## src/rtl/shift_sequencer.sv

```systemverilog
// Command sequencer for the 8-bit shifter. It drives one LOAD cycle, then
// `count` shift cycles, and hands back the shifter's registered byte over a
// valid/ready handshake.
// Optional build macro SHIFT_SEQUENCER_CMD_FIFO_EN adds a 2-entry command FIFO.
// With the FIFO, cmd_ready means "FIFO not full", and finished results can
// chain straight into the next LOAD.
module shift_sequencer #(
  parameter int unsigned CNT_W = 4
) (
  input  logic             clk,
  input  logic             reset,
  input  logic             cmd_valid,
  output logic             cmd_ready,
  input  logic [2:0]       cmd_op,
  input  logic [1:0]       cmd_shamt,
  input  logic [CNT_W-1:0] cmd_count,
  input  logic [7:0]       cmd_data,
  output logic [2:0]       sh_op,
  output logic [1:0]       sh_shamt,
  output logic [7:0]       sh_d_in,
  input  logic [7:0]       sh_q,
  output logic             res_valid,
  input  logic             res_ready,
  output logic [7:0]       res_data,
  output logic             busy
);

  localparam int unsigned CMD_W = 3 + 2 + CNT_W + 8;

  localparam logic [2:0] OP_NOP  = 3'b000;
  localparam logic [2:0] OP_LOAD = 3'b001;

  typedef enum logic [1:0] {
    S_IDLE  = 2'd0,
    S_LOAD  = 2'd1,
    S_SHIFT = 2'd2,
    S_DONE  = 2'd3
  } state_t;

  state_t           state_q, state_d;
  logic [CNT_W-1:0] cnt_q, cnt_d;
  logic [2:0]       op_q;
  logic [1:0]       shamt_q;
  logic [CNT_W-1:0] count_q;
  logic [7:0]       data_q;

  logic [CMD_W-1:0] cmd_in, load_val;
  logic             load_cmd;
  logic [2:0]       ld_op, op_n;
  logic [1:0]       ld_shamt, shamt_n;
  logic [CNT_W-1:0] ld_count;
  logic [7:0]       ld_data, data_n;

  logic [2:0]       sh_op_d;
  logic [1:0]       sh_shamt_d;
  logic [7:0]       sh_d_in_d;
  logic             cmd_ready_d;

  assign cmd_in   = {cmd_op, cmd_shamt, cmd_count, cmd_data};
  assign ld_op    = load_val[CMD_W-1 -: 3];
  assign ld_shamt = load_val[CMD_W-4 -: 2];
  assign ld_count = load_val[CNT_W+7 -: CNT_W];
  assign ld_data  = load_val[7:0];

`ifdef SHIFT_SEQUENCER_CMD_FIFO_EN
  logic [CMD_W-1:0] fifo_mem [2];
  logic             wr_ptr, rd_ptr;
  logic [1:0]       fifo_cnt, fifo_cnt_d;
  logic             fifo_push, fifo_pop;
  logic [CMD_W-1:0] fifo_head;

  assign fifo_head  = fifo_mem[rd_ptr];
  assign fifo_cnt_d = fifo_cnt + 2'(fifo_push) - 2'(fifo_pop);

  // FIFO storage (no reset needed, occupancy is tracked separately)
  always_ff @(posedge clk) begin
    if (fifo_push) fifo_mem[wr_ptr] <= cmd_in;
  end

  // FIFO pointers and occupancy
  always_ff @(posedge clk or posedge reset) begin
    if (reset) begin
      wr_ptr   <= 1'b0;
      rd_ptr   <= 1'b0;
      fifo_cnt <= 2'd0;
    end else begin
      if (fifo_push) wr_ptr <= ~wr_ptr;
      if (fifo_pop)  rd_ptr <= ~rd_ptr;
      fifo_cnt <= fifo_cnt_d;
    end
  end
`endif

  // Next state, step counter and command-load selection
  always_comb begin
    state_d  = state_q;
    cnt_d    = cnt_q;
    load_cmd = 1'b0;
    load_val = cmd_in;
`ifdef SHIFT_SEQUENCER_CMD_FIFO_EN
    fifo_pop  = 1'b0;
    fifo_push = 1'b0;
`endif
    unique case (state_q)
      S_IDLE: begin
`ifdef SHIFT_SEQUENCER_CMD_FIFO_EN
        if (fifo_cnt != 2'd0) begin
          fifo_pop = 1'b1;
          load_cmd = 1'b1;
          load_val = fifo_head;
          state_d  = S_LOAD;
        end else if (cmd_valid && cmd_ready) begin
          load_cmd = 1'b1;
          state_d  = S_LOAD;
        end
`else
        if (cmd_valid && cmd_ready) begin
          load_cmd = 1'b1;
          state_d  = S_LOAD;
        end
`endif
      end
      S_LOAD: begin
        cnt_d   = count_q;
        state_d = (count_q != '0) ? S_SHIFT : S_DONE;
      end
      S_SHIFT: begin
        cnt_d = cnt_q - CNT_W'(1);
        if (cnt_q <= CNT_W'(1)) state_d = S_DONE;
      end
      S_DONE: begin
        if (res_ready) begin
          state_d = S_IDLE;
`ifdef SHIFT_SEQUENCER_CMD_FIFO_EN
          if (fifo_cnt != 2'd0) begin
            fifo_pop = 1'b1;
            load_cmd = 1'b1;
            load_val = fifo_head;
            state_d  = S_LOAD;
          end
`endif
        end
      end
      default: state_d = S_IDLE;
    endcase
`ifdef SHIFT_SEQUENCER_CMD_FIFO_EN
    // An IDLE accept with an empty FIFO bypasses storage
    fifo_push = cmd_valid && cmd_ready && !(state_q == S_IDLE && fifo_cnt == 2'd0);
`endif
  end

  assign op_n    = load_cmd ? ld_op    : op_q;
  assign shamt_n = load_cmd ? ld_shamt : shamt_q;
  assign data_n  = load_cmd ? ld_data  : data_q;

  // Output values for the state being entered, so the ports register cleanly
  always_comb begin
    sh_op_d    = OP_NOP;
    sh_shamt_d = 2'd0;
    sh_d_in_d  = 8'h00;
    unique case (state_d)
      S_LOAD:  sh_op_d = OP_LOAD;
      S_SHIFT: sh_op_d = op_n;
      default: sh_op_d = OP_NOP;
    endcase
    if (state_d != S_IDLE) begin
      sh_shamt_d = shamt_n;
      sh_d_in_d  = data_n;
    end
`ifdef SHIFT_SEQUENCER_CMD_FIFO_EN
    cmd_ready_d = (fifo_cnt_d != 2'd2);
`else
    cmd_ready_d = (state_d == S_IDLE);
`endif
  end

  // State, counter, latched command and registered outputs
  always_ff @(posedge clk or posedge reset) begin
    if (reset) begin
      state_q   <= S_IDLE;
      cnt_q     <= '0;
      op_q      <= 3'd0;
      shamt_q   <= 2'd0;
      count_q   <= '0;
      data_q    <= 8'h00;
      sh_op     <= OP_NOP;
      sh_shamt  <= 2'd0;
      sh_d_in   <= 8'h00;
      res_valid <= 1'b0;
      busy      <= 1'b0;
      cmd_ready <= 1'b1;
    end else begin
      state_q <= state_d;
      cnt_q   <= cnt_d;
      if (load_cmd) begin
        op_q    <= ld_op;
        shamt_q <= ld_shamt;
        count_q <= ld_count;
        data_q  <= ld_data;
      end
      sh_op     <= sh_op_d;
      sh_shamt  <= sh_shamt_d;
      sh_d_in   <= sh_d_in_d;
      res_valid <= (state_d == S_DONE);
      busy      <= (state_d != S_IDLE);
      cmd_ready <= cmd_ready_d;
    end
  end

  // The shifter register is held by NOP in DONE, so its output is the result
  assign res_data = (state_q == S_DONE) ? sh_q : 8'h00;

endmodule

```

## config.mk

```make
export PLATFORM = sky130hd
export DESIGN_NAME = shift_sequencer
export DESIGN_NICKNAME = d
export VERILOG_FILES = /design/src/rtl/shift_sequencer.sv
export SDC_FILE = /design/constraint.sdc
export NUM_CORES = 1
export LEC_CHECK = 0
export ABC_AREA = 1
export BUFFER_PORTS_ARGS = -buffer_cell sky130_fd_sc_hd__buf_2
export CAP_MARGIN = 40
export CELL_PAD_IN_SITES_DETAIL_PLACEMENT = 0
export CELL_PAD_IN_SITES_GLOBAL_PLACEMENT = 1
export CORE_UTILIZATION = 34
export CTS_CLUSTER_SIZE = 12
export DETAILED_ROUTE_END_ITERATION = 8
export GPL_TIMING_DRIVEN = 1
export HOLD_SLACK_MARGIN = 0.03
export PLACE_DENSITY = 0.75
export SYNTH_ARGS = -nofsm -noshare
export SYNTH_HDL_FRONTEND = slang
export SYNTH_SLANG_ARGS = --single-unit
```

## constraint.sdc

```tcl
create_clock -name clk -period 1.8 [get_ports clk]
set_clock_uncertainty 0.05 [all_clocks]
set_input_delay 0.09 -clock clk [delete_from_list [all_inputs] [get_ports clk]]
set_output_delay 0.09 -clock clk [all_outputs]
set_load 0.005 [all_outputs]
```

### Word level (Yosys, flattened, before mapping)

Cells that the tools add are included.

| cells by class | value |
|---|---|
| $add $sub $neg | 1 |
| magnitude comparators | 1 |
| equality and inequality tests | 6 |
| mux-type cells | 15 |
| reduce and logical (&&, ||, !) cells | 6 |

Operator list:

| cell | number |
|---|---|
| 8-bit two-way mux | 3 |
| 2-bit two-way mux | 5 |
| 2-bit equality test (second input constant) | 4 |
| 2-bit case mux with 4 select lines | 1 |
| 4-bit case mux with 2 select lines | 1 |
| 3-bit case mux with 2 select lines | 1 |
| 2-bit by 1-bit equality test with 1-bit output (second input constant) | 2 |
| 4-bit by 1-bit less-or-equal comparator with 1-bit output (second input constant) | 1 |
| 2-bit logical NOT | 2 |
| 2-bit nonzero test | 2 |
| 4-bit nonzero test | 1 |
| 4-bit by 1-bit subtractor with 4-bit output (second input constant) | 1 |
| 1-bit two-way mux | 3 |
| 3-bit two-way mux | 1 |
| 1-bit logical AND | 1 |

| storage, ports and cells | value |
|---|---|
| register bits after elaboration | 39 |
| output and inout port bits | 24 |
| logic and storage cells | 41 |

### Longest topological paths before layout

Gate-level depths: netlist of run 1.

| logic depth | value |
|---|---|
| depth in word-level cells | 5 |
| gate-level depth with buffers | 11 |

### Worst setup path before layout of run 1

No wires, ideal clock.

| timing path | value |
|---|---|
| path type | register to register |
| from | register state_q[0] |
| to | register sh_d_in[7] |
| arrival time | 1648 ps |
| data required time | 1624 ps |
| path slack | -25 ps |
| stages on the path, launching flop included | 8 |
| cells stage by stage | dfrtp_1 inv_1 ha_1 nand3_4 a31oi_1 ha_1 buf_2 nor2_1 |

| on the way | value |
|---|---|
| word-level cells in the longest chain between the ends | 4 |

Ends and longest elaborated chain:

| what | line | text |
|---|---|---|
| start: declaration | 40 | `state_t state_q, state_d;` |
| start signal: assignment | 193 | `state_q <= state_d;` |
| 2-bit equality test (tied with other cells) | 104 | `unique case (state_q)` |
| 2-bit case mux with 4 select lines / 1-bit two-way mux (equally long branches) | 104 |  |
| 2-bit nonzero test / 8-bit two-way mux (equally long branches) | -- |  |
| 8-bit two-way mux (*) | 166 | `if (state_d != S_IDLE) begin` |
| named net sh_d_in_d[7] | 56 | `logic [7:0] sh_d_in_d;` |
| end signal: assignment | 203 | `sh_d_in <= sh_d_in_d;` |
| end: declaration | 20 | `output logic [7:0] sh_d_in,` |

Mark *: on every way through the listed nets, which the timed path passes. The rest lies on a longest branch.
A chain may end at the register's enable or synchronous reset.

### Worst setup path in the final report of run 1

| timing path | value |
|---|---|
| from | register state_q[0] |
| to | register sh_op[0] |

| on the way | value |
|---|---|
| word-level cells in the longest chain between the ends | 4 |

Ends and longest elaborated chain:

| what | line | text |
|---|---|---|
| 2-bit equality test (tied with other cells) | 104 |  |
| 2-bit case mux with 4 select lines / 1-bit two-way mux (equally long branches) | 104 |  |
| 2-bit equality test (tied with other cells) | 161 | `unique case (state_d)` |
| 3-bit case mux with 2 select lines (*) | 161 |  |
| named net sh_op_d[0] | 54 | `logic [2:0] sh_op_d;` |
| end signal: assignment | 201 | `sh_op <= sh_op_d;` |
| end: declaration | 18 | `output logic [2:0] sh_op,` |

Marks and branches as above.

==> results_tabular.tex, run 1 <==
\begin{tabular}{lr}
\hline
Metric & Value \\
\hline
\multicolumn{2}{l}{\textbf{GRT}} \\
\quad First-pass GRT wire length & 6600 um \\
\quad Antenna violations before repair & 0 \\
\quad Total grt overflow & 0 \\
\quad Pin count of the biggest net entering global routing & 40 \\
\quad Via count of the first global-routing pass & 1496 \\
\quad Tot GR Track Use & 14.2\% \\
\multicolumn{2}{l}{\textbf{Finish}} \\
\quad Area Growth Syn to Fin & 38.6\% \\
\quad \# nets final & 327 \\
\quad Count of antenna diodes in the layout & 0 \\
\quad Fraction of layout cells with a size suffix above 1 & 39.8\% \\
\quad Post-route non-filler standard cell count & 359 \\
\quad Area taken by multi-input logic gates & 748 um\^{}2 \\
\quad Fillers & 493 \\
\quad Area taken by flip-flops and latches & 978 um\^{}2 \\
\multicolumn{2}{l}{\textbf{Hold path}} \\
\quad Type of the most critical hold path & primary input to register \\
\quad Worst min-delay path startpoint & cmd\_op[0] \\
\multicolumn{2}{l}{\textbf{Clocking}} \\
\quad Maximum count of clock buffers along a single path & 2 \\
\quad Number of levels the H-tree was split into & 2 \\
\quad Sink count of the clock tree & 39 \\
\quad Clock root buffer master & sky130\_fd\_sc\_hd\_\_clkbuf\_8 \\
\quad Setup Fix Bufs, Post-CTS & 0 \\
\quad Worst-path clk slew & 0.08 ns \\
\quad Number of CTS-inserted buffers & 5 \\
\quad Worst skew pair latency & 0.28 ns \\
\quad Clock tree from TritonCTS & built \\
\multicolumn{2}{l}{\textbf{Worst setup path}} \\
\quad Worst flop-to-flop path startpoint & state\_q[0] \\
\quad Data required time at the worst endpoint & 1.97 ns \\
\quad Timing startpoint of the critical path & state\_q[0] \\
\quad Top fanout value on the critical path & 4 \\
\quad Delay of the slowest cell on the worst path & 0.42 ns \\
\quad Library cell contributing the largest single delay on the critical path & sky130\_fd\_sc\_hd\_\_dfrtp\_1 \\
\quad CP top delay family & flip-flops \\
\quad Data arrival time of the critical path & 1.90 ns \\
\quad WS Path Type & register to register \\
\quad Element type at the critical path start & register \\
\quad Crit path buffers/inverters & 3 \\
\quad Crit path cell chain & inv\_2 -> ha\_4 -> inv\_1 -> nand2\_1 -> nand2\_1 -> nand2\_1 -> a21oi\_4 -> buf\_6 -> ha\_4 -> nand3\_2 -> a21oi\_2 \\
\quad Most prevalent standard cell on the critical path & sky130\_fd\_sc\_hd\_\_nand2\_1 \\
\quad Crit. End Element & register \\
\multicolumn{2}{l}{\textbf{STA}} \\
\quad Tcrit/Tclk final & 96.3\% \\
\quad Relative slew slack & 68.0\% \\
\quad TNS Setup & 0 ns \\
\quad Min Hold Slack & 0.170 ns \\
\quad Highest clock rate & 577 MHz \\
\quad Setup violation total in the final timing report & 0 \\
\quad Final Hold Viols & 0 \\
\quad Final worst-path setup slack & 0.0662 ns \\
\quad Fin crit period & 1.73 ns \\
\quad Slew at the pin with the worst max-slew slack & 0.480 ns \\
\quad Number of slew-limit violations in the final report & 0 \\
\multicolumn{2}{l}{\textbf{Die}} \\
\quad DIE AREA & 0.00589 mm\^{}2 \\
\quad Die boundary height & 76.7 um \\
\quad Horizontal extent of the die & 76.7 um \\
\quad Effective utilization at floorplan & 36.2\% \\
\quad Number of primary I/O pins & 53 \\
\quad Number of core rows & 26 \\
\quad Area inside the core boundary & 0.00524 mm\^{}2 \\
\multicolumn{2}{l}{\textbf{Place}} \\
\quad Total placed cells including tap cells & 334 \\
\quad GPL Wtd Cong & 0.818 \\
\quad PortBufs & 52 \\
\quad Post-Place Worst Slack & -0.0801 ns \\
\quad Final HPWL from detailed placement & 2520 um \\
\multicolumn{2}{l}{\textbf{Synthesis}} \\
\quad Number of warnings issued by yosys & 0 \\
\quad Share of the synthesized area in the top cell type & 50.1\% \\
\quad Synthesized flop and latch total & 39 \\
\quad Share of synthesized cell area in and, or, nand and nor gates & 18.8\% \\
\quad Area fraction in compound gates after synthesis & 9.69\% \\
\quad Main combinational cell family by area after synthesis & simple AND/OR/NAND/NOR gates \\
\quad Cell area after technology mapping & 0.00190 mm\^{}2 \\
\quad Synth Instances & 210 \\
\quad Top cells by area in the synthesized netlist & sky130\_fd\_sc\_hd\_\_dfrtp\_1 (50\%), sky130\_fd\_sc\_hd\_\_inv\_1 (11\%), sky130\_fd\_sc\_hd\_\_ha\_1 (6.6\%) \\
\quad Net count of the mapped netlist & 249 \\
\quad Biggest area consumer among synthesized cells & sky130\_fd\_sc\_hd\_\_dfrtp\_1 \\
\quad Adder and majority gate portion of the synthesized area & 6.59\% \\
\quad Syn Area/Cell & 9.04 um\^{}2 \\
\quad Multiplexer share of the synthesized area & 0\% \\
\quad Parity-gate share of the synthesized area counting xor and xnor cells & 0\% \\
\quad Post-synthesis sequential area ratio & 51.5\% \\
\quad Number of distinct library cell variants in the gate-level netlist after synthesis & 21 \\
\multicolumn{2}{l}{\textbf{Detailed routing}} \\
\quad First-pass detailed-route iteration total & 2 \\
\quad Remaining design rule violation count & 0 \\
\quad Via count of the routed design & 1491 \\
\quad Number of antenna-violating nets in the routed design & 0 \\
\quad Detailed router's first-iteration violation count & 45 \\
\quad Post-detailed-route via-to-cell ratio & 4.15 \\
\quad Detailed-route wire length per cell & 11.0 um \\
\quad Routed WL & 3930 um \\
\multicolumn{2}{l}{\textbf{Pwr}} \\
\quad Internal power summed over all cells & 2740 uW \\
\quad Combinational cell fraction of total power & 53.8\% \\
\quad Switching part of the total power & 40.2\% \\
\quad Proportion of power drawn by flip-flops and latches & 32.9\% \\
\quad Static Leakage & 0.00145 uW \\
\quad Worst voltage drop across the vdd grid & 881 uV \\
\quad Total power draw & 4570 uW \\
\quad Share of total power in the clock network & 13.3\% \\
\quad Switching power & 1840 uW \\
\quad Pwr Density & 1740 mW/mm\^{}2 \\
\multicolumn{2}{l}{\textbf{Flow run}} \\
\quad Max Cap Viol & 0 \\
\multicolumn{2}{l}{\textbf{Run status}} \\
\quad Outcome & complete, no violations \\
\hline
\end{tabular}
==> sequential cells by signal (all words and copies together), names as in the netlist <==
register	cells
sh_op	3
data_q	8
op_q	3
res_valid	1
cmd_ready	1
cnt_q	4
state_q	2
busy	1
sh_shamt	2
count_q	4
shamt_q	2
sh_d_in	8
==> layout by cell type (no fill, tap or decap), drive strengths merged <==
cell type	instances
clkbuf	7
nand2	43
o211ai	1
dfrtp	38
ha	10
buf	60
dfstp	1
nor2	20
and2	1
nand3	8
dlygate4sd3	17
clkinv	1
o21ai	20
nand4	1
a21oi	5
a31oi	1
inv	55
==> metrics by stage <==
stage | area (um^2) | utilization [%]
after floorplan | 1900 | -
after global placement | 2280 | 43.6
after detailed placement | 2280 | 43.6
after CTS | 2560 | 48.8
after global routing | 2630 | 50.2
final | 2630 | 50.2
==> worst reg2reg max path, stage by stage (launching register included) <==
cell	delay, ns
sky130_fd_sc_hd__dfrtp_1	0.42
sky130_fd_sc_hd__inv_2	0.10
sky130_fd_sc_hd__ha_4	0.18
sky130_fd_sc_hd__inv_1	0.05
sky130_fd_sc_hd__nand2_1	0.05
sky130_fd_sc_hd__nand2_1	0.09
sky130_fd_sc_hd__nand2_1	0.09
sky130_fd_sc_hd__a21oi_4	0.16
sky130_fd_sc_hd__buf_6	0.13
sky130_fd_sc_hd__ha_4	0.13
sky130_fd_sc_hd__nand3_2	0.08
sky130_fd_sc_hd__a21oi_2	0.14
==> cells in the mapped netlist <==
library cell                n
sky130_fd_sc_hd__a21oi_1    5
sky130_fd_sc_hd__a31oi_1    1
sky130_fd_sc_hd__and2_1     1
sky130_fd_sc_hd__buf_2      3
sky130_fd_sc_hd__buf_6      3
sky130_fd_sc_hd__dfrtp_1   38
sky130_fd_sc_hd__dfstp_2    1
sky130_fd_sc_hd__ha_1      10
sky130_fd_sc_hd__inv_1     55
sky130_fd_sc_hd__nand2_1   33
sky130_fd_sc_hd__nand2_2    9
sky130_fd_sc_hd__nand2_4    1
sky130_fd_sc_hd__nand3_1    7
sky130_fd_sc_hd__nand3_4    1
sky130_fd_sc_hd__nand4_1    1
sky130_fd_sc_hd__nor2_1    10
sky130_fd_sc_hd__nor2_2    10
sky130_fd_sc_hd__o211ai_1   1
sky130_fd_sc_hd__o21ai_0    5
sky130_fd_sc_hd__o21ai_1    3
sky130_fd_sc_hd__o21ai_2   12
==> routing by layer <==
layer / track usage, % / vias to the layer above / part of all wire [%]
met5: 0 / - / 0
met4: 5.19 / 0 / 1.1
met3: 3.45 / 5 / 5.6
met2: 23.9 / 43 / 46
met1: 17.4 / 673 / 47
li1: - / 770 / -
==> kinds of logic after synthesis <==
kind of cell,after synthesis
flops,39
buf+inv,61
compound gates,27
simple gates,73
fa+ha+maj,10
==> path summary, 6_finish.rpt <==
| check | end | slack (ns) | cells after the start |
|---|---|---|---|
| worst min register to register | count_q[3] | 0.47 | 2 |
| worst min-delay path | op_q[0] | 0.17 | 4 |
| min in group asynchronous | sh_shamt[0] | 0.43 | 4 |
| worst max register to register | sh_op[0] | 0.07 | 11 |
| max in group asynchronous | state_q[1] | 0.91 | 4 |
| worst max-delay path | sh_op[0] | 0.07 | 11 |
==> power by group through the flow <==
stage,Sequential (uW),Combinational (uW),Clock (uW)
2_1_floorplan,1490,1480,0
3_3_place_gp,1510,2140,0
3_5_place_dp,1500,2180,0
4_1_cts,1490,2250,628
5_1_grt,1550,2800,654
6_report,1510,2460,609
==> cell type report <==
| type | instances | share of cell area (%) |
|---|---|---|
| sequential | 39 | 37.2 |
| clock buffer | 7 | 3.28 |
| multi-input combinational | 110 | 28.4 |
| tap | 70 | 3.33 |
| clock inverter | 1 | 0.190 |
| inverter | 55 | 7.85 |
| timing repair buffer | 77 | 19.7 |
==> what timing repair did <==
| item | 4_1_cts | 5_1_grt |
|---|---|---|
| gates resized for setup | 3 | 17 |
| pin swaps | 0 | 3 |
| setup endpoints to repair | 15 | 15 |
| hold buffers | 17 | 0 |
| endpoints found under the hold margin | 66 | 0 |
Power figures use the tool's default switching activity.
==> run 2: changes to the inputs <==
--- a/config.mk
+++ b/config.mk
@@ -10,6 +10,7 @@
 export CAP_MARGIN = 40
 export CELL_PAD_IN_SITES_DETAIL_PLACEMENT = 0
 export CELL_PAD_IN_SITES_GLOBAL_PLACEMENT = 1
+export CORE_ASPECT_RATIO = 0.75
 export CORE_UTILIZATION = 34
 export CTS_CLUSTER_SIZE = 12
 export DETAILED_ROUTE_END_ITERATION = 8
==> run 2 against run 1 <==
Register-to-register slack improved by 0.03 ns. Core utilization decreased by 1.7 points. Critical endpoint is now sh_shamt[1]. Count of clock-buffer cells in the layout unchanged.
==> results_tabular.tex, run 2 (synthesis results as in run 1) <==
\begin{tabular}{lr}
\hline
Metric & Value \\
\hline
\multicolumn{2}{l}{\textbf{Run status}} \\
\quad Outcome & complete, no violations \\
\multicolumn{2}{l}{\textbf{Detailed routing}} \\
\quad Remaining design rule violation count & 0 \\
\quad Via count of the routed design & 1471 \\
\quad Detailed router's first-iteration violation count & 72 \\
\quad Routed WL & 3740 um \\
\quad M1 wire length & 1830 um \\
\quad Amount of wire on met2 after detailed routing & 1710 um \\
\quad First-pass detailed-route iteration total & 4 \\
\quad Post-detailed-route via-to-cell ratio & 4.04 \\
\quad Highest routed metal layer & met4 \\
\quad Number of antenna-violating nets in the routed design & 0 \\
\quad Met3 WL & 161 um \\
\quad Detailed-route wire length per cell & 10.3 um \\
\multicolumn{2}{l}{\textbf{Place}} \\
\quad PortBufs & 52 \\
\quad GPL Wtd Cong & 0.777 \\
\quad Final HPWL from detailed placement & 2560 um \\
\multicolumn{2}{l}{\textbf{Pwr}} \\
\quad Switching power & 1770 uW \\
\quad Worst voltage drop across the vdd grid & 609 uV \\
\quad Combinational cell fraction of total power & 53.0\% \\
\quad Pwr Density & 1710 mW/mm\^{}2 \\
\quad Proportion of power drawn by flip-flops and latches & 33.4\% \\
\quad Internal power summed over all cells & 2680 uW \\
\quad Static Leakage & 0.00144 uW \\
\quad Share of total power in the clock network & 13.5\% \\
\quad Switching part of the total power & 39.8\% \\
\quad Total power draw & 4450 uW \\
\multicolumn{2}{l}{\textbf{STA}} \\
\quad Relative slew slack & 67.1\% \\
\quad TNS Setup & 0 ns \\
\quad Setup violation total in the final timing report & 0 \\
\quad Fin crit period & 1.71 ns \\
\quad Slew at the pin with the worst max-slew slack & 0.493 ns \\
\quad Tcrit/Tclk final & 94.9\% \\
\quad Number of slew-limit violations in the final report & 0 \\
\quad Final Hold Viols & 0 \\
\quad Highest clock rate & 586 MHz \\
\multicolumn{2}{l}{\textbf{Die}} \\
\quad Effective utilization at floorplan & 35.5\% \\
\quad Area inside the core boundary & 0.00535 mm\^{}2 \\
\quad Number of core rows & 23 \\
\quad DIE AREA & 0.00589 mm\^{}2 \\
\quad Die boundary height & 66.7 um \\
\quad Horizontal extent of the die & 88.3 um \\
\quad Number of primary I/O pins & 53 \\
\multicolumn{2}{l}{\textbf{Worst setup path}} \\
\quad Crit. End Element & register \\
\quad Worst Reg-to-Reg Cells & 8 \\
\quad Register-to-register path setup slack & 0.09 ns \\
\quad Top fanout value on the critical path & 12 \\
\quad Data arrival time of the critical path & 1.84 ns \\
\quad WS Path Type & register to register \\
\quad Element type at the critical path start & register \\
\quad Data required time at the worst endpoint & 1.93 ns \\
\multicolumn{2}{l}{\textbf{GRT}} \\
\quad Via count of the first global-routing pass & 1307 \\
\quad Antenna violations before repair & 0 \\
\quad First-pass GRT wire length & 5950 um \\
\quad Total grt overflow & 0 \\
\quad Pin count of the biggest net entering global routing & 40 \\
\quad Tot GR Track Use & 13.4\% \\
\multicolumn{2}{l}{\textbf{Clocking}} \\
\quad Maximum count of clock buffers along a single path & 2 \\
\quad Number of levels the H-tree was split into & 2 \\
\quad Worst skew pair latency & 0.28 ns \\
\quad Clock tree from TritonCTS & built \\
\quad Number of CTS-inserted buffers & 5 \\
\quad Worst-path clk slew & 0.08 ns \\
\quad Clock root buffer master & sky130\_fd\_sc\_hd\_\_clkbuf\_8 \\
\quad Sink count of the clock tree & 39 \\
\multicolumn{2}{l}{\textbf{Finish}} \\
\quad Area Growth Syn to Fin & 36.9\% \\
\quad Fillers & 536 \\
\quad Area taken by multi-input logic gates & 722 um\^{}2 \\
\quad Top flop regs & data\_q: 8 flops, sh\_d\_in: 8 flops \\
\quad Count of antenna diodes in the layout & 0 \\
\quad Post-layout util & 48.6\% \\
\quad Area taken by flip-flops and latches & 978 um\^{}2 \\
\quad Fraction of layout cells with a size suffix above 1 & 39.8\% \\
\quad \# nets final & 327 \\
\quad Most used cells in the layout excluding fill and tap cells & sky130\_fd\_sc\_hd\_\_inv\_1 (52), sky130\_fd\_sc\_hd\_\_buf\_2 (52), sky130\_fd\_sc\_hd\_\_dfrtp\_1 (37) \\
\multicolumn{2}{l}{\textbf{Hold path}} \\
\quad Hold path cells & 4 \\
\quad Type of the most critical hold path & primary input to register \\
\multicolumn{2}{l}{\textbf{Flow run}} \\
\quad Max Cap Viol & 0 \\
\hline
\end{tabular}
run 2: area by class of cell:
cell class	count	share of cell area, %
multi-input cells	110	27.8
clock inverters	1	0.193
inverters	55	7.94
flip-flops and latches	39	37.7
clock buffers	7	3.32
repair buffers	77	19.5
well taps	75	3.61
run 2: path summary, 6_finish.rpt:
check                            from           to
setup / recovery           state_q[0]  sh_shamt[1]
hold / removal              cmd_op[0]      op_q[0]
hold reg to reg            count_q[2]   count_q[2]
max in group asynchronous       reset   state_q[1]
min in group asynchronous       reset  sh_shamt[0]
setup reg to reg           state_q[0]  sh_shamt[1]
run 2: timing repair:
item	4_1_cts	5_1_grt
hold endpoints to repair	65	0
buffers inserted	0	2
cloned	0	0
pin swaps	0	4
hold buffers	17	0
setup endpoints to repair	15	21
resized for setup	1	17
run 2: power groups by stage:
stage	combinational (uW)	sequential [uW]	clock (uW)
final	2360	1490	602
after global placement	2090	1480	0
after floorplan	1480	1490	0
after detailed placement	2130	1500	0
after global routing	2700	1540	659
after CTS	2180	1480	623
run 2: layer usage:
metal  GRT usage (%)  vias to the layer above
li1                -                      769
met1            18.5                      662
met2            21.1                       35
met3            2.85                        5
met4            4.23                        0
met5               0                        -
run 2: worst max-delay path, cell delays in order, from the launching register on:
cell and delay, ns:
sky130_fd_sc_hd__dfrtp_1 0.42, sky130_fd_sc_hd__buf_4 0.15, sky130_fd_sc_hd__ha_2 0.19, sky130_fd_sc_hd__nor2_2 0.14
sky130_fd_sc_hd__nor2_2 0.06, sky130_fd_sc_hd__a31oi_4 0.18, sky130_fd_sc_hd__ha_2 0.23, sky130_fd_sc_hd__buf_12 0.15
sky130_fd_sc_hd__nor2_1 0.05
run 2: stage by stage:
step | hold slack, ns | instance area [um^2] | setup WS [ns] | std cells
after floorplan | 0.158 | 1900 | 0.0370 | 210
after global placement | 0.187 | 2260 | 0.0184 | 337
after detailed placement | 0.195 | 2260 | -0.0297 | 337
after CTS | 0.120 | 2530 | 0.0181 | 362
after global routing | 0.183 | 2600 | -0.0242 | 364
final | 0.121 | 2600 | 0.0926 | 364
==> run 3: changes to the inputs <==
==> constraint.sdc (replaced) <==
create_clock -name clk -period 1.5 [get_ports clk]
set_clock_uncertainty 0.05 [all_clocks]
set_input_delay 0.075 -clock clk [delete_from_list [all_inputs] [get_ports clk]]
set_output_delay 0.075 -clock clk [all_outputs]
set_load 0.005 [all_outputs]
==> run 3 against run 2 <==
The flow now finishes with violations (setup timing). Global-route usage grew 0.36 points. Via count increased by 4.9%. Non-clock buffer count rose by 13. Core utilization grew 6.5 points. Maximum frequency up 0.93%. Worst hold slack improved by 0.038 ns. Cell area up 13%. Die area unchanged. Largest cell class unchanged.
==> results_tabular.tex, run 3 (synthesis results as in run 1) <==
\begin{tabular}{lr}
\hline
Metric & Value \\
\hline
\multicolumn{2}{l}{\textbf{Run status}} \\
\quad Outcome & finished with violations \\
\quad Violated checks & setup timing \\
\multicolumn{2}{l}{\textbf{Worst setup path}} \\
\quad Crit. End Element & register \\
\quad Element type at the critical path start & register \\
\quad Data required time at the worst endpoint & 1.64 ns \\
\quad WS Path Type & register to register \\
\quad Register-to-register path setup slack & -0.19 ns \\
\quad Timing startpoint of the critical path & state\_q[0] \\
\quad Data arrival time of the critical path & 1.83 ns \\
\quad FF-to-FF End & sh\_d\_in[3] \\
\quad Worst flop-to-flop path startpoint & state\_q[0] \\
\quad Worst Reg-to-Reg Cells & 10 \\
\quad Top fanout value on the critical path & 6 \\
\multicolumn{2}{l}{\textbf{Die}} \\
\quad Number of primary I/O pins & 53 \\
\quad Number of core rows & 23 \\
\quad Area inside the core boundary & 0.00535 mm\^{}2 \\
\quad Effective utilization at floorplan & 35.5\% \\
\quad Horizontal extent of the die & 88.3 um \\
\quad Die boundary height & 66.7 um \\
\quad DIE AREA & 0.00589 mm\^{}2 \\
\multicolumn{2}{l}{\textbf{Pwr}} \\
\quad Static Leakage & 0.00155 uW \\
\quad Switching part of the total power & 40.4\% \\
\quad Proportion of power drawn by flip-flops and latches & 27.4\% \\
\quad Share of total power in the clock network & 12.2\% \\
\quad Combinational cell fraction of total power & 60.4\% \\
\quad Internal power summed over all cells & 3930 uW \\
\quad Total power draw & 6580 uW \\
\quad Worst voltage drop across the vdd grid & 826 uV \\
\quad Switching power & 2660 uW \\
\quad Pwr Density & 2230 mW/mm\^{}2 \\
\multicolumn{2}{l}{\textbf{Clocking}} \\
\quad Maximum count of clock buffers along a single path & 2 \\
\quad Clock root buffer master & sky130\_fd\_sc\_hd\_\_clkbuf\_8 \\
\quad Worst-path clk slew & 0.08 ns \\
\quad Clock tree from TritonCTS & built \\
\quad Sink count of the clock tree & 39 \\
\quad Number of CTS-inserted buffers & 5 \\
\quad Number of levels the H-tree was split into & 2 \\
\quad Worst skew pair latency & 0.29 ns \\
\multicolumn{2}{l}{\textbf{Finish}} \\
\quad Top flop regs & data\_q: 8 flops, sh\_d\_in: 8 flops \\
\quad Fraction of layout cells with a size suffix above 1 & 48.0\% \\
\quad Most common cell after layout, fill and taps aside & sky130\_fd\_sc\_hd\_\_buf\_2 \\
\quad Post-route non-filler standard cell count & 377 \\
\quad Most used cells in the layout excluding fill and tap cells & sky130\_fd\_sc\_hd\_\_buf\_2 (52), sky130\_fd\_sc\_hd\_\_inv\_1 (47), sky130\_fd\_sc\_hd\_\_dfrtp\_1 (36) \\
\quad Area Growth Syn to Fin & 55.3\% \\
\quad Count of antenna diodes in the layout & 0 \\
\quad Fillers & 514 \\
\quad Post-layout util & 55.1\% \\
\quad \# nets final & 340 \\
\multicolumn{2}{l}{\textbf{GRT}} \\
\quad Tot GR Track Use & 13.8\% \\
\quad Pin count of the biggest net entering global routing & 40 \\
\quad First-pass GRT wire length & 5950 um \\
\quad Antenna violations before repair & 0 \\
\quad Via count of the first global-routing pass & 1307 \\
\quad Total grt overflow & 0 \\
\multicolumn{2}{l}{\textbf{Place}} \\
\quad Total placed cells including tap cells & 345 \\
\quad PortBufs & 52 \\
\quad Post-Place Worst Slack & -0.228 ns \\
\quad GPL Wtd Cong & 0.733 \\
\quad Final HPWL from detailed placement & 2650 um \\
\multicolumn{2}{l}{\textbf{STA}} \\
\quad Tcrit/Tclk final & 113\% \\
\quad Fin crit period & 1.69 ns \\
\quad Setup repair after global routing missed its margin & yes \\
\quad Relative slew slack & 66.7\% \\
\quad Slew at the pin with the worst max-slew slack & 0.499 ns \\
\quad Setup violation total in the final timing report & 19 \\
\quad Final Hold Viols & 0 \\
\quad Highest clock rate & 591 MHz \\
\quad Final worst-path setup slack & -0.192 ns \\
\quad Number of slew-limit violations in the final report & 0 \\
\multicolumn{2}{l}{\textbf{Detailed routing}} \\
\quad Post-detailed-route via-to-cell ratio & 4.09 \\
\quad Remaining design rule violation count & 0 \\
\quad Via count of the routed design & 1543 \\
\quad Detailed router's first-iteration violation count & 52 \\
\quad Number of antenna-violating nets in the routed design & 0 \\
\quad Detailed-route wire length per cell & 11.0 um \\
\quad Routed WL & 4140 um \\
\quad First-pass detailed-route iteration total & 4 \\
\multicolumn{2}{l}{\textbf{Hold path}} \\
\quad Terminating pin of the worst hold path & op\_q[0] \\
\quad Worst min-delay path startpoint & cmd\_op[0] \\
\quad Type of the most critical hold path & primary input to register \\
\quad Hold path cells & 4 \\
\multicolumn{2}{l}{\textbf{Flow run}} \\
\quad Max Cap Viol & 0 \\
\hline
\end{tabular}
==> run 3: cell types whose count changed in the layout (fill, tap and decap cells not counted), moves of 3 or more <==
cell and change:
sky130_fd_sc_hd__ha_4 +4, sky130_fd_sc_hd__inv_4 +3, sky130_fd_sc_hd__o21ai_2 -8, sky130_fd_sc_hd__nand2_1 -5
sky130_fd_sc_hd__nor2_2 -7, sky130_fd_sc_hd__nor2_4 +8, sky130_fd_sc_hd__inv_1 -5, sky130_fd_sc_hd__buf_4 +9
sky130_fd_sc_hd__nand2_4 +3, sky130_fd_sc_hd__o21ai_4 +8
==> run 3: how the worst max path moves through the flow <==
stage	to	cells past startpoint
floorplan	sh_d_in[7]	7
global placement	sh_op[1]	9
detailed placement	sh_op[1]	9
CTS	sh_shamt[1]	8
global route	sh_op[0]	10
finish	sh_d_in[3]	10
==> run 3: power by group through the flow <==
stage	clock network (uW)	logic (uW)	registers [uW]
final	802	3980	1800
after global routing	872	4390	1860
after CTS	822	3020	1790
after detailed placement	0	2760	1800
after global placement	0	2690	1790
after floorplan	0	1890	1790
==> run 3: through the flow <==
| step | instance area, um^2 | hold slack [ns] | TNS (ns) |
|---|---|---|---|
| CTS | 2700 | 0.100 | -1.71 |
| floorplan | 1940 | 0.143 | -1.57 |
| detailed placement | 2340 | 0.179 | -2.94 |
| finish | 2950 | 0.159 | -2.79 |
| global placement | 2340 | 0.169 | -2.79 |
| global route | 2950 | 0.175 | -4.70 |
==> run 3: worst max-delay path: stages (launching register included) <==
cell,delay [ns]
sky130_fd_sc_hd__dfrtp_2,0.44
sky130_fd_sc_hd__inv_4,0.07
sky130_fd_sc_hd__ha_4,0.18
sky130_fd_sc_hd__inv_2,0.05
sky130_fd_sc_hd__nand2_1,0.05
sky130_fd_sc_hd__nand2_2,0.09
sky130_fd_sc_hd__nand2_2,0.06
sky130_fd_sc_hd__a21oi_4,0.19
sky130_fd_sc_hd__ha_4,0.20
sky130_fd_sc_hd__clkbuf_16,0.16
sky130_fd_sc_hd__nor2_2,0.04
==> run 3: timing repair <==
item / 4_1_cts / 5_1_grt
resized for setup: 18 / 40
gates cloned: 0 / 1
endpoints found under the setup margin: 17 / 31
buffers inserted: 3 / 4
hold buffers: 17 / 0
pin swaps: 2 / 19
hold endpoints to repair: 66 / 0
==> run 3: layer usage <==
layer / part of all wire, % / GRT usage [%] / wire length, um
met5: 0 / 0 / 0
met4: 2.0 / 7.26 / 82
met3: 3.9 / 2.73 / 161
met2: 45 / 19.8 / 1860
met1: 49 / 19.4 / 2040
==> run 3: area by class of cell <==
type	instances	area (um^2)	area share, %
clock inverter	1	7.51	0.255
clock buffer	7	96.3	3.27
timing repair buffer	90	651	22.1
multi-input combinational	110	906	30.7
tap	75	93.8	3.18
inverter	55	214	7.26
sequential	39	980	33.2
